**src/rtl/uart_tx_feeder.sv**
```systemverilog
// uart_tx_feeder: DEPTH-entry FIFO that drains words one at a time into UART_Tx_v_2.
// Define UART_FEEDER_OVF_EN to get the sticky ovf_err flag on dropped writes.
module uart_tx_feeder #(
  parameter int DATA_W = 8,
  parameter int DEPTH  = 8
) (
  input  logic                     clk,
  input  logic                     rst,
  input  logic                     wr_en,
  input  logic [DATA_W-1:0]        wr_data,
  input  logic                     flush,
  output logic                     fifo_full,
  output logic                     fifo_empty,
  output logic [$clog2(DEPTH):0]   fifo_count,
  input  logic                     UART_Tx_READY_BUSY,
  output logic                     UART_Tx_RQST,
  output logic [DATA_W-1:0]        Tx_DATA,
  output logic                     ovf_err
);
  localparam int AW = $clog2(DEPTH);
  typedef enum logic [1:0] {IDLE, REQ, BUSY} state_t;
  state_t state_q, state_d;
  logic [AW-1:0] wr_ptr_q, wr_ptr_d, rd_ptr_q, rd_ptr_d;
  logic [AW:0] count_q, count_d;
  logic [DATA_W-1:0] mem_q [DEPTH];
  logic [DATA_W-1:0] tx_data_q, tx_data_d;
  logic rqst_q, rqst_d, push, pop;
  assign fifo_full  = count_q == (AW+1)'(DEPTH);
  assign fifo_empty = count_q == '0;
  assign fifo_count = count_q;
  assign UART_Tx_RQST = rqst_q;
  assign Tx_DATA = tx_data_q;
  // flush outranks a same-cycle write; pops only come from IDLE
  assign push = wr_en && !fifo_full && !flush;
  assign pop  = state_q == IDLE && !fifo_empty && UART_Tx_READY_BUSY;
  always_comb begin
    wr_ptr_d = flush ? '0 : wr_ptr_q + AW'(push);
    rd_ptr_d = flush ? '0 : rd_ptr_q + AW'(pop);
    count_d  = flush ? '0 : count_q + (AW+1)'(push) - (AW+1)'(pop);
  end
  always_comb begin
    state_d   = state_q;
    rqst_d    = rqst_q;
    tx_data_d = tx_data_q;
    case (state_q)
      IDLE: if (pop) begin
        state_d   = REQ;
        rqst_d    = 1'b1;
        tx_data_d = mem_q[rd_ptr_q];
      end
      REQ: if (!UART_Tx_READY_BUSY) begin
        state_d = BUSY;
        rqst_d  = 1'b0;
      end
      BUSY: if (UART_Tx_READY_BUSY) state_d = IDLE;
      default: state_d = IDLE;
    endcase
  end
  always_ff @(posedge clk or negedge rst) begin
    if (!rst) begin
      state_q   <= IDLE;
      wr_ptr_q  <= '0;
      rd_ptr_q  <= '0;
      count_q   <= '0;
      rqst_q    <= 1'b0;
      tx_data_q <= '0;
    end else begin
      state_q   <= state_d;
      wr_ptr_q  <= wr_ptr_d;
      rd_ptr_q  <= rd_ptr_d;
      count_q   <= count_d;
      rqst_q    <= rqst_d;
      tx_data_q <= tx_data_d;
    end
  end
  always_ff @(posedge clk) begin
    if (push) mem_q[wr_ptr_q] <= wr_data;
  end
`ifdef UART_FEEDER_OVF_EN
  logic ovf_q, ovf_d;
  always_comb begin
    ovf_d = flush ? 1'b0 : (ovf_q || (wr_en && fifo_full));
  end
  always_ff @(posedge clk or negedge rst) begin
    if (!rst) ovf_q <= 1'b0;
    else ovf_q <= ovf_d;
  end
  assign ovf_err = ovf_q;
`else
  assign ovf_err = 1'b0;
`endif
endmodule

```
**config.mk**
```make
export PLATFORM = sky130hd
export DESIGN_NAME = uart_tx_feeder
export DESIGN_NICKNAME = d
export VERILOG_FILES = /design/src/rtl/uart_tx_feeder.sv
export SDC_FILE = /design/constraint.sdc
export NUM_CORES = 1
export LEC_CHECK = 0
export BUFFER_PORTS_ARGS = -buffer_cell sky130_fd_sc_hd__buf_2
export CAP_MARGIN = 25
export CORE_ASPECT_RATIO = 1.75
export CORE_UTILIZATION = 53
export CTS_CLUSTER_DIAMETER = 100
export CTS_CLUSTER_SIZE = 20
export DETAILED_ROUTE_END_ITERATION = 8
export PLACE_DENSITY = 0.82
export SLEW_MARGIN = 20
export SYNTH_ARGS = -nofsm -noshare
export SYNTH_HDL_FRONTEND = slang
export SYNTH_SLANG_ARGS = --single-unit
```
**constraint.sdc**
```tcl
create_clock -name clk -period 2.3 [get_ports clk]
set_clock_uncertainty 0.05 [all_clocks]
set_input_delay 0.46 -clock clk [delete_from_list [all_inputs] [get_ports clk]]
set_output_delay 0.46 -clock clk [all_outputs]
set_load 0.02 [all_outputs]
```
==> impl_metrics.json <==
{
  "status": "completed",
  "min_period_ns": 2.25,
  "ioPinCount": 29,
  "synth_fp_nets": 255,
  "dr.first_iter.drc_count": 115,
  "fin_worst_hold_slack_ns": 0.0523,
  "synth.cell_area_um2": 3590,
  "yosysWarnings": 0,
  "worst_skew_pair.late_latency_ns": 0.33,
  "comb_power_share": 0.315,
  "antenna_found_initial": 0,
  "hold_viol": 0,
  "num-nets-final": 299,
  "cts_buffers": 9,
  "timing.critical_path.from_type": "flop",
  "layout_worst_path_cycle_share": 0.979,
  "postSynth.topFlopCell": "edfxtp_1",
  "grt_start_max_net_pins": 34,
  "antenna_cells": 0,
  "area_growth_syn_to_layout_pct": 17.4,
  "max_freq_ghz": 0.444,
  "worst_ep_arrival_time_ns": 2.47,
  "setup_tns_ns": 0,
  "routabilityCongestion": 0.759,
  "yosys-top-cells-count": "64 x edfxtp_1, 32 x mux2i_1, 21 x dfrtp_1",
  "remaining_drcs": 0,
  "final_worst_path_setup_slack_ns": 0.0473,
  "core-area_um2": 6540,
  "place_hpwl_um": 4240,
  "synthMostInstantiatedCell": "edfxtp_1",
  "htree_num_levels": 3,
  "cp_max_fo": 3,
  "worstHoldPathType": "input pin to async pin",
  "power.switching_fraction": 0.308,
  "edff_count_synth": 64,
  "buffer_ports.inserted": 27,
  "worstMarginPinSlew_ns": 0.518,
  "core.rowCount": 39,
  "gr-usage-all-layers": 0.204,
  "critical_path.endpoint_type": "flop",
  "post-synth-top-area-fraction": 0.536,
  "grt_pass1_vias": 2119,
  "dp_cells": 345,
  "power_density_nw_per_um2": 1120,
  "clock_power_share": 0.271,
  "synth_top_cell_by_area": "edfxtp_1",
  "count_of_cell_types_in_the_netlist": 31,
  "final_design_area_no_fill_um2": 4210,
  "cts_hold_buf": 0,
  "seq_area_frac_synth": 0.682,
  "timing.max_cap.violations": 0,
  "floorplan.die.height_um": 111,
  "syn-mean-instance-area_um2": 15.5,
  "cts_sinks": 85,
  "routed_wl_um": 6280,
  "synth_cells": 231,
  "initial_standard_cell_utilization_of_the_core": 0.549,
  "setup.worst_path.class": "flop to flop",
  "dieWidth_um": 64.2,
  "seq_power_share": 0.413,
  "post-route-util": 0.644,
  "grt_setup_unrepaired": "yes",
  "ys_seq_elements": 85,
  "irDropWorstVdd_mv": 0.924,
  "vias": 1965,
  "layout-drive-gt1-share": 0.289,
  "switching_power_mw": 1.46,
  "synth_async_sr_flop_share": 0.247,
  "setup_viol_count_final": 0,
  "tritoncts": "done",
  "maxSlewViolCount": 0,
  "cp_data_required_time_ns": 2.52,
  "slew_headroom": 0.655,
  "detail_route.vias_per_cell": 5.43,
  "cts_root_buffer": "clkbuf_16",
  "total_power_mw": 4.74,
  "cell_leakage_power_nw": 1.56,
  "dpl_cell_area_um2": 3910,
  "drt-pass1-iter-count": 5,
  "pre_cts_slack_ns": 0.0531,
  "avgRoutedWirePerCell_um": 17.3,
  "power_report.internal_total_mw": 3.28,
  "post_layout_nonfiller_instances": 362,
  "synth.area.top_cells": "edfxtp_1 54%, dfrtp_1 15%, mux2i_1 8.9%",
  "grt_pass1_wl_um": 10100,
  "die-area_um2": 7120,
  "worst_setup_hold_path_clk_slew_ns": 0.06,
  "ctsLongestPathBuffers": 2,
  "number_of_nets_with_antenna_violations_after_detailed_routing": 0,
  "grt_overflow": 0
}
==> worst max-delay path, cell delays in order (launching register included) <==
cell     delay (ns)
dfrtp_2        0.43
ha_4           0.16
nor3b_4        0.15
nor3b_2        0.21
inv_1          0.09
ha_4           0.26
inv_2          0.04
ha_4           0.15
fa_2           0.52
nor2b_4        0.12
==> final cells by class <==
type	instances	area, um2
timing repair buffer	43	268
sequential	85	2450
clock buffer	14	264
clock inverter	2	7.51
multi-input combinational	121	1060
fill	462	2330
tap	82	103
inverter	15	56.3
==> power groups by stage <==
stage / clock network [mW] / logic (mW) / registers (mW)
global placement: 0 / 1.41 / 1.97
floorplan: 0 / 1.05 / 2.09
CTS: 1.31 / 1.48 / 1.95
detailed placement: 0 / 1.47 / 1.98
finish: 1.29 / 1.49 / 1.96
global route: 1.38 / 1.62 / 1.98
==> cell usage in the layout (no fill, tap or decap), drive strengths merged <==
master	count
nand2	3
nand3	8
and2	1
fa	1
nor2b	8
edfxtp	64
clkinv	2
mux2i	32
a21o	1
buf	43
dfrtp	21
o21ai	10
ha	10
a22oi	16
nand2b	4
inv	15
clkbuf	14
nor3	4
conb	1
a21oi	2
xnor2	5
nor3b	3
nor2	12
==> what timing repair did <==
item / 4_1_cts / 5_1_grt
endpoints found under the setup margin: 0 / 3
buffers inserted: 0 / 1
gates resized for setup: 0 / 5
==> path summary, 6_finish.rpt <==
check,cells past startpoint,start,slack (ns),to
worst max register to register,9,fifo_count[3],0.05,fifo_count[1]
max in group asynchronous,1,rst,1.77,fifo_count[2]
worst max-delay path,9,fifo_count[3],0.05,fifo_count[1]
min in group clk,2,UART_Tx_READY_BUSY,0.26,state_q[1]
worst min register to register,2,Tx_DATA[6],0.48,Tx_DATA[6]
worst min-delay path,1,rst,0.05,fifo_count[3]
==> flip-flops by register name (all words and copies together), names as in the netlist <==
name / flops
Tx_DATA: 8
rd_ptr_q: 3
state_q: 2
UART_Tx_RQST: 1
fifo_count: 4
mem_q: 64
wr_ptr_q: 3
==> routing by layer <==
layer,track usage,share of wire
met5,0,0
met4,0.139,0.038
met3,0.0628,0.050
met2,0.348,0.57
met1,0.207,0.35
==> cells by family after synthesis <==
kind of cell / Yosys count / synth area share
AO/OA/AOI/OAI: 29 / 0.0621
XOR/XNOR: 5 / 0.0122
adder cells (fa/ha/maj): 11 / 0.0404
buffers and inverters: 25 / 0.0429
flip-flops: 85 / 0.682
multiplexers: 32 / 0.0893
other: 1 / 0.00105
AND/OR/NAND/NOR: 43 / 0.0701
Note: power is estimated with default switching activity, not from simulation.
